### config.mk
export PLATFORM = sky130hd
export DESIGN_NAME = debug_dump_reader_flat
export DESIGN_NICKNAME = d
export VERILOG_FILES = /design/src/rtl/debug_dump_reader_if.sv /design/src/rtl/debug_dump_reader.sv /design/src/flat_wrapper.sv
export SDC_FILE = /design/constraint.sdc
export NUM_CORES = 1
export LEC_CHECK = 0
export ABC_AREA = 1
export BUFFER_PORTS_ARGS = -buffer_cell sky130_fd_sc_hd__buf_2
export CORE_MARGIN = 2
export CORE_UTILIZATION = 55
export CTS_BUF_LIST = sky130_fd_sc_hd__clkbuf_8
export CTS_CLUSTER_SIZE = 25
export DETAILED_ROUTE_END_ITERATION = 16
export PLACE_DENSITY = 0.89
export RECOVER_POWER = 50
export REMOVE_ABC_BUFFERS = 1
export SLEW_MARGIN = 40
export SYNTH_ARGS = -nofsm -noshare
export SYNTH_HDL_FRONTEND = slang
export SYNTH_SLANG_ARGS = --single-unit
export TNS_END_PERCENT = 100
### constraint.sdc
create_clock -name clk -period 4.1 [get_ports clk]
set_input_delay 0.205 -clock clk [delete_from_list [all_inputs] [get_ports clk]]
set_output_delay 0.205 -clock clk [all_outputs]
set_load 0.02 [all_outputs]
### src/rtl/debug_dump_reader_if.sv
// Signals between the dump reader, the show-ahead debug byte FIFO and the UART transmitter.
// The FIFO, UART and control side drive the master modport; the reader uses the slave modport.
interface debug_dump_reader_if #(
    parameter int B = 8
);
    logic         start;
    logic         abort;
    logic         fifo_empty;
    logic [B-1:0] fifo_r_data;
    logic         fifo_rd;
    logic         tx_start;
    logic [B-1:0] tx_data;
    logic         tx_done_tick;
    logic         busy;
    logic         done_tick;
    logic [7:0]   byte_count;
    logic [2:0]   state_dbg;

    // Handshakes are one-cycle strobes with no backpressure: fifo_rd pops the head only while
    // fifo_empty=0, tx_start launches the byte on tx_data, and tx_done_tick retires that byte.
    modport master (
        output start, abort, fifo_empty, fifo_r_data, tx_done_tick,
        input  fifo_rd, tx_start, tx_data, busy, done_tick, byte_count, state_dbg
    );

    modport slave (
        input  start, abort, fifo_empty, fifo_r_data, tx_done_tick,
        output fifo_rd, tx_start, tx_data, busy, done_tick, byte_count, state_dbg
    );
endinterface

### src/rtl/debug_dump_reader.sv
// Pops debug bytes from the show-ahead FIFO and sends them to the UART TX as frames:
// one HEADER byte followed by N_BYTES payload bytes.
module debug_dump_reader #(
    parameter int           B       = 8,
    parameter int           N_BYTES = 4,
    parameter logic [B-1:0] HEADER  = 8'hA5
) (
    input  logic               clk,
    input  logic               reset,
    debug_dump_reader_if.slave bus
);

    typedef enum logic [2:0] {
        IDLE,
        HDR,
        HDR_WAIT,
        FETCH,
        DATA_WAIT,
        DONE
    } state_t;

    localparam logic [7:0] LAST_COUNT = 8'(N_BYTES);

    state_t       state_q, state_d;
    logic [B-1:0] tx_data_q, tx_data_d;
    logic         tx_start_q, tx_start_d;
    logic [7:0]   byte_count_q, byte_count_d;
    logic         fifo_rd_c;
    logic         done_tick_c;

    always_ff @(posedge clk) begin
        if (reset) begin
            state_q      <= IDLE;
            tx_data_q    <= '0;
            tx_start_q   <= 1'b0;
            byte_count_q <= '0;
        end else begin
            state_q      <= state_d;
            tx_data_q    <= tx_data_d;
            tx_start_q   <= tx_start_d;
            byte_count_q <= byte_count_d;
        end
    end

    // tx_start is registered so it lines up with the byte loaded into tx_data on the same edge;
    // only fifo_rd is combinational, and abort suppresses it.
    always_comb begin
        state_d      = state_q;
        tx_data_d    = tx_data_q;
        tx_start_d   = 1'b0;
        byte_count_d = byte_count_q;
        fifo_rd_c    = 1'b0;
        done_tick_c  = 1'b0;

        if (state_q != IDLE && bus.abort) begin
            state_d = IDLE;
        end else begin
            case (state_q)
                IDLE: begin
                    if (bus.start) begin
                        tx_data_d    = HEADER;
                        tx_start_d   = 1'b1;
                        byte_count_d = '0;
                        state_d      = HDR;
                    end
                end
                HDR: state_d = HDR_WAIT;
                HDR_WAIT: begin
                    if (bus.tx_done_tick) state_d = FETCH;
                end
                FETCH: begin
                    if (!bus.fifo_empty) begin
                        fifo_rd_c  = 1'b1;
                        tx_data_d  = bus.fifo_r_data;
                        tx_start_d = 1'b1;
                        state_d    = DATA_WAIT;
                    end
                end
                DATA_WAIT: begin
                    if (bus.tx_done_tick) begin
                        byte_count_d = byte_count_q + 8'd1;
                        state_d      = (byte_count_d == LAST_COUNT) ? DONE : FETCH;
                    end
                end
                DONE: begin
                    done_tick_c = 1'b1;
                    state_d     = IDLE;
                end
                default: state_d = IDLE;
            endcase
        end
    end

    assign bus.fifo_rd    = fifo_rd_c;
    assign bus.tx_start   = tx_start_q;
    assign bus.tx_data    = tx_data_q;
    assign bus.busy       = (state_q != IDLE);
    assign bus.done_tick  = done_tick_c;
    assign bus.byte_count = byte_count_q;
    assign bus.state_dbg  = state_q;

endmodule
### src/flat_wrapper.sv
// flat-port wrapper written by rule: the top's interface ports become plain ports
module debug_dump_reader_flat 
#(
    parameter int           B       = 8,
    parameter int           N_BYTES = 4,
    parameter logic [B-1:0] HEADER  = 8'hA5
)
  (clk, reset, bus_start, bus_abort, bus_fifo_empty, bus_fifo_r_data, bus_tx_done_tick, bus_fifo_rd, bus_tx_start, bus_tx_data, bus_busy, bus_done_tick, bus_byte_count, bus_state_dbg);
  debug_dump_reader_if #(.B(B)) bus_i ();
  input  logic clk;
  input  logic reset;
  input wire logic [$bits(bus_i.start)-1:0] bus_start;
  input wire logic [$bits(bus_i.abort)-1:0] bus_abort;
  input wire logic [$bits(bus_i.fifo_empty)-1:0] bus_fifo_empty;
  input wire logic [$bits(bus_i.fifo_r_data)-1:0] bus_fifo_r_data;
  input wire logic [$bits(bus_i.tx_done_tick)-1:0] bus_tx_done_tick;
  output wire logic [$bits(bus_i.fifo_rd)-1:0] bus_fifo_rd;
  output wire logic [$bits(bus_i.tx_start)-1:0] bus_tx_start;
  output wire logic [$bits(bus_i.tx_data)-1:0] bus_tx_data;
  output wire logic [$bits(bus_i.busy)-1:0] bus_busy;
  output wire logic [$bits(bus_i.done_tick)-1:0] bus_done_tick;
  output wire logic [$bits(bus_i.byte_count)-1:0] bus_byte_count;
  output wire logic [$bits(bus_i.state_dbg)-1:0] bus_state_dbg;
  assign bus_i.start = bus_start;
  assign bus_i.abort = bus_abort;
  assign bus_i.fifo_empty = bus_fifo_empty;
  assign bus_i.fifo_r_data = bus_fifo_r_data;
  assign bus_i.tx_done_tick = bus_tx_done_tick;
  assign bus_fifo_rd = bus_i.fifo_rd;
  assign bus_tx_start = bus_i.tx_start;
  assign bus_tx_data = bus_i.tx_data;
  assign bus_busy = bus_i.busy;
  assign bus_done_tick = bus_i.done_tick;
  assign bus_byte_count = bus_i.byte_count;
  assign bus_state_dbg = bus_i.state_dbg;
  debug_dump_reader #(.B(B), .N_BYTES(N_BYTES), .HEADER(HEADER)) u_core (.clk(clk), .reset(reset), .bus(bus_i));
endmodule
==> flow_summary.toml, run 1 <==
[global_route]
grt_pass1_vias = 1002
overflow = 0
grt_pass1_wl_um = 4040
grt_start_max_net_pins = 17
antenna_found_initial = 0
grt_usage = 0.255

[hold_path]
hold_depth = 3
min_to = "u_core.bus.tx_data[3]$_SDFFE_PP0P_"
hold_class = "primary input to flop"
hp-start = "bus_fifo_r_data[3]"

[critical_path]
r2r-start = "u_core.bus.state_dbg[1]$_SDFFE_PP0P_"
max_stage_delay_ns = 0.34
worst-path-max-fanout = 5
ff2ff_path_depth = 7
cp_data_arrival_time_ns = 1.63
r2r_end = "u_core.bus.tx_data[0]$_SDFFE_PP0P_"
path_cells = "nor2_1, nand2_2, nand2_1, inv_1, nor3_1, buf_2"
slowest_stage = "dfxtp_1"
worst_ep_required_time_ns = 3.89
worstSetupStartpointType = "flop"
path_class = "flop to primary output"
reg2reg_slack_ns = 2.44
end_kind = "primary output"

[detailed_routing]
finalWirelength_um = 2600
drt_iter0_drc = 33
wl_met3_um = 116
drc_errors = 0
vias_per_cell = 5.30
wl_met1_um = 1050
vias = 1155
drtAntennaViolNets = 0
avgRoutedWirePerCell_um = 11.9
met2_length_um = 1340
first_pass_iters = 4
routed.top_layer = "met4"

[yosys]
netlist_instances = 155
synth-seq-cells = 20
synth_top_area_share = 0.379
syn_area_per_cell_um2 = 6.82
yosysSeqAreaShare = 0.379
synth_cell_type_count = 23
synth_top_area_cell = "dfxtp_1"
synthFlopType = "dfxtp_1"
synth_area_um2 = 1060
yosys_warnings = 0
synth_edf_count = 0
synthTopCellsByArea = "dfxtp_1 38%, nand2_1 15%, a21oi_1 9.0%, inv_1 6.0%, nor2_1 4.6%"
async_flop_share = 0

[sta]
finalSetupTns_ns = 0
worst_pin_slew_ns = 0.399
hold_viol = 0
finalCritPeriodShare = 0.447
rsz0062_at_grt = "no"
whs_ns = 0.213
max_freq_mhz = 546
skew_ns = 0.00528
slew_viol_final = 0
finalWorstPathRequiredPeriod_ns = 1.83
slew-limit-headroom = 0.733
final-setup-viol-count = 0

[die]
die_h_um = 47.8
dieArea_um2 = 2290
fp.dieW_um = 47.8
core_area_um2 = 1760
start_util = 0.599
num_io_pins = 37
rows = 15

[clocking]
root_buffer = "clkbuf_8"
numCtsBuffers = 3
cts_hold_buffers = 0
htreeDepth = 1
cts_buffer_depth = 2
cts_tree = "built"
ctsResizeCount = 0
path_clk_slew_ns = 0.08
clk_latency_ns = 0.26
clkSinkCount = 20
post_cts_buffers = 0

[power]
vdd_drop_max_mv = 0.465
p_leak_nw = 0.536
power-per-cell-area_nw_per_um2 = 692

[placed_design]
place_inst = 214
io_buffer_count = 36
dp_hpwl_um = 1950
gp_congestion = 0.795

[final_layout]
area_growth_pct = 23.4
fin_nets = 209
final_cells = 218
final_cell_mix = "43 x nand2_1, 20 x clkbuf_1, 20 x dfxtp_1"
drive_gt1_frac = 0.161
final_common_cell = "nand2_1"
diodes = 0
final_util = 0.740

[outcome]
status = "completed"

[flow_run]
max_cap_violations = 0
## cell usage after synthesis (2+ instances only)
master,n
a21oi_1,19
clkbuf_1,2
dfxtp_1,20
inv_1,17
inv_2,4
nand2_1,43
nand2_2,3
nand3_1,6
nand4_1,6
nor2_1,13
nor2_2,2
o211ai_1,4
o21ai_0,5
xor2_1,2
## flip-flops by register name, summed over array words and instances (netlist names)
| register | flops |
|---|---|
| u_core.bus.byte_count | 8 |
| u_core.bus.tx_data | 8 |
| u_core.bus.state_dbg | 3 |
| u_core.bus.tx_start | 1 |
## kinds of logic (layout without fill, tap and decap cells)
family / after synthesis / after routing / share of synthesized area
adders and majority gates: 1 / 1 / 0.0118
AOI/OAI and AO/OA: 31 / 31 / 0.170
buffers and inverters: 23 / 61 / 0.0817
xor gates and xnor gates: 2 / 2 / 0.0166
DFF: 20 / 20 / 0.379
and+or+nand+nor: 78 / 78 / 0.341
## per-stage QoR
step | cell area (µm²) | worst slack (ns) | total power, mW
floorplan | 1050 | 2.42 | 0.605
CTS | 1330 | 2.29 | 0.917
global route | 1310 | 2.18 | 0.967
finish | 1310 | 2.27 | 0.903
global placement | 1260 | 2.48 | 0.709
detailed placement | 1260 | 2.44 | 0.718
## cell type report
class                   instances  area, µm²
well taps                      25       31.3
clock buffers                   3       41.3
flip-flops and latches         20        400
multi-input cells             112        568
clock inverters                 1       30.0
fillers                       160        459
inverters                      21       78.8
repair buffers                 36        155
## worst max-delay path: cells and delay by family (launching register included)
family / cells / cell delay [ns]
buf+inv: 2 / 0.27
flops: 1 / 0.34
simple gates: 4 / 0.76
## power breakdown
part / switching (mW) / total [mW] / internal (mW)
sequential: 0.0284 / 0.262 / 0.233
combinational: 0.311 / 0.442 / 0.131
clock: 0.0691 / 0.200 / 0.130
total: 0.408 / 0.903 / 0.495
## metal layers
| metal | global-route usage | vias up |
|---|---|---|
| li1 | - | 584 |
| met1 | 0.274 | 519 |
| met2 | 0.445 | 41 |
| met3 | 0.0415 | 11 |
| met4 | 0.184 | 0 |
| met5 | 0 | - |
## worst max-delay path by stage
stage | from | end | depth (start not counted) | slack (ns)
after floorplan | u_core.bus.state_dbg[1]$_SDFFE_PP0P_ | bus_fifo_rd | 5 | 2.42
after global placement | u_core.bus.state_dbg[1]$_SDFFE_PP0P_ | u_core.bus.tx_data[2]$_SDFFE_PP0P_ | 7 | 2.48
after detailed placement | u_core.bus.state_dbg[1]$_SDFFE_PP0P_ | u_core.bus.tx_data[0]$_SDFFE_PP0P_ | 7 | 2.44
after CTS | u_core.bus.state_dbg[1]$_SDFFE_PP0P_ | bus_fifo_rd | 5 | 2.29
after global routing | u_core.bus.state_dbg[0]$_SDFFE_PP0P_ | bus_fifo_rd | 6 | 2.18
final | u_core.bus.state_dbg[0]$_SDFFE_PP0P_ | bus_fifo_rd | 6 | 2.27
Note: power is estimated with default switching activity, not from simulation.
==> run 2: changes to the inputs <==
CORE_UTILIZATION = 46   (was 55)
PLACE_DENSITY = 0.79   (was 0.89)
clock period = 1.6 ns   (was 4.1 ns; I/O delays follow)
==> run 2 against run 1 <==
Effect of this change: setup slack got worse by 2.2 ns; sequential share of layout area down 0.80 points; clock skew is 0.0034 ns lower.
==> flow_summary.toml, run 2 (synthesis results as in run 1) <==
[outcome]
status = "completed"

[detailed_routing]
routed.top_layer = "met4"
wl_met3_um = 130
avgRoutedWirePerCell_um = 11.5
finalWirelength_um = 2580
wl_met1_um = 1210
drtAntennaViolNets = 0
met2_length_um = 1220
vias = 1158
drc_errors = 0
vias_per_cell = 5.15
first_pass_iters = 4
drt_iter0_drc = 14

[final_layout]
multi_input_area_um2 = 573
fillCellCount = 206
drive_gt1_frac = 0.213
seq_area_um2 = 404
final_common_cell = "nand2_1"
final_cell_mix = "43 x nand2_1, 19 x a21oi_1, 18 x buf_2, 18 x clkbuf_1"
diodes = 0
area_growth_pct = 27.9
fin_nets = 213

[critical_path]
max_stage_delay_ns = 0.35
end_kind = "primary output"
path_delay_family = "buffers and inverters"
r2r-start = "u_core.bus.state_dbg[2]$_SDFFE_PP0P_"
worstSetupStartpointType = "flop"
reg2reg_slack_ns = 0.15
crit_buf_inv = 3
path_cells = "inv_2, nand2_2, nand2_1, inv_1, nor3_1, buf_2"
r2r_end = "u_core.bus.byte_count[0]$_SDFFE_PP0P_"
ff2ff_path_depth = 7
slowest_stage = "dfxtp_2"
worst_ep_required_time_ns = 1.52
path_class = "flop to primary output"
worst-path-max-fanout = 7
cp_data_arrival_time_ns = 1.40

[flow_run]
max_cap_violations = 0

[clocking]
clk_latency_ns = 0.26
numCtsBuffers = 3
path_clk_slew_ns = 0.08
cts_buffer_depth = 2
root_buffer = "clkbuf_8"
clkSinkCount = 20
htreeDepth = 1
cts_tree = "built"
cts_hold_buffers = 0

[hold_path]
hold_class = "primary input to flop"
hold_depth = 3
hp-start = "bus_fifo_r_data[4]"
min_to = "u_core.bus.tx_data[4]$_SDFFE_PP0P_"

[power]
p_leak_nw = 0.566
vdd_drop_max_mv = 1.53
power-per-cell-area_nw_per_um2 = 1810

[global_route]
grt_start_max_net_pins = 17
antenna_found_initial = 0
grt_pass1_vias = 1011
grt_usage = 0.201
overflow = 0
grt_pass1_wl_um = 4170

[sta]
slew-limit-headroom = 0.766
finalSetupTns_ns = 0
whs_ns = 0.102
skew_ns = 0.00192
slew_viol_final = 0
worst_pin_slew_ns = 0.347
finalWorstPathRequiredPeriod_ns = 1.48
final-setup-viol-count = 0
finalCritPeriodShare = 0.928
hold_viol = 0
max_freq_mhz = 673

[placed_design]
io_buffer_count = 36
dp_hpwl_um = 1930
gp_congestion = 0.861

[die]
rows = 17
core_area_um2 = 2190
num_io_pins = 37
start_util = 0.483
dieArea_um2 = 2700
die_h_um = 51.9
fp.dieW_um = 51.9
## run 2: report_power, final
part	internal (mW)	total [mW]	switching [mW]
clock network	0.334	0.508	0.174
registers	0.604	0.682	0.0779
logic	0.432	1.26	0.831
total	1.37	2.45	1.08
## run 2: tightest hold or removal path, stage by stage
cell and delay (ns):
buf_2 0.10, nand4_1 0.08, a21oi_1 0.05
## run 2: per-stage QoR
step	area [µm²]	utilization	std cells	total power [mW]	setup slack [ns]
3_5_place_dp	1280	0.584	219	1.88	0.129
6_report	1350	0.617	225	2.45	0.115
5_1_grt	1350	0.617	225	2.64	-0.0425
2_1_floorplan	1050	-	153	1.55	0.0485
3_3_place_gp	1280	0.584	219	1.86	0.129
4_1_cts	1350	0.617	223	2.39	0.0837
## run 2: final cells by class
class | instances | area share
Timing Repair Buffer | 40 | 0.139
Sequential cell | 20 | 0.299
Multi-Input combinational cell | 112 | 0.424
Tap cell | 28 | 0.0259
Inverter | 21 | 0.0601
Clock buffer | 3 | 0.0305
Clock inverter | 1 | 0.0222
## run 2: how the worst max path moves through the flow
stage,startpoint,to,cells past startpoint
after floorplan,u_core.bus.state_dbg[1]$_SDFFE_PP0P_,bus_fifo_rd,5
after global placement,u_core.bus.state_dbg[2]$_SDFFE_PP0P_,u_core.bus.byte_count[7]$_SDFFE_PP0P_,8
after detailed placement,u_core.bus.state_dbg[2]$_SDFFE_PP0P_,u_core.bus.byte_count[5]$_SDFFE_PP0P_,8
after CTS,u_core.bus.state_dbg[2]$_SDFFE_PP0P_,u_core.bus.byte_count[5]$_SDFFE_PP0P_,8
after global routing,u_core.bus.byte_count[1]$_SDFFE_PP0P_,u_core.bus.state_dbg[1]$_SDFFE_PP0P_,8
final,u_core.bus.state_dbg[2]$_SDFFE_PP0P_,bus_fifo_rd,6
## run 2: routing by layer
metal  track usage  vias to the layer above
met5             0                        -
met4        0.0789                        0
met3        0.0259                        4
met2         0.333                       35
met1         0.264                      528
li1              -                      591
## run 2: what timing repair did
item	4_1_cts	5_1_grt
buffers inserted	0	2
gates resized for setup	0	5
endpoints found under the hold margin	0	0
setup endpoints to repair	0	16
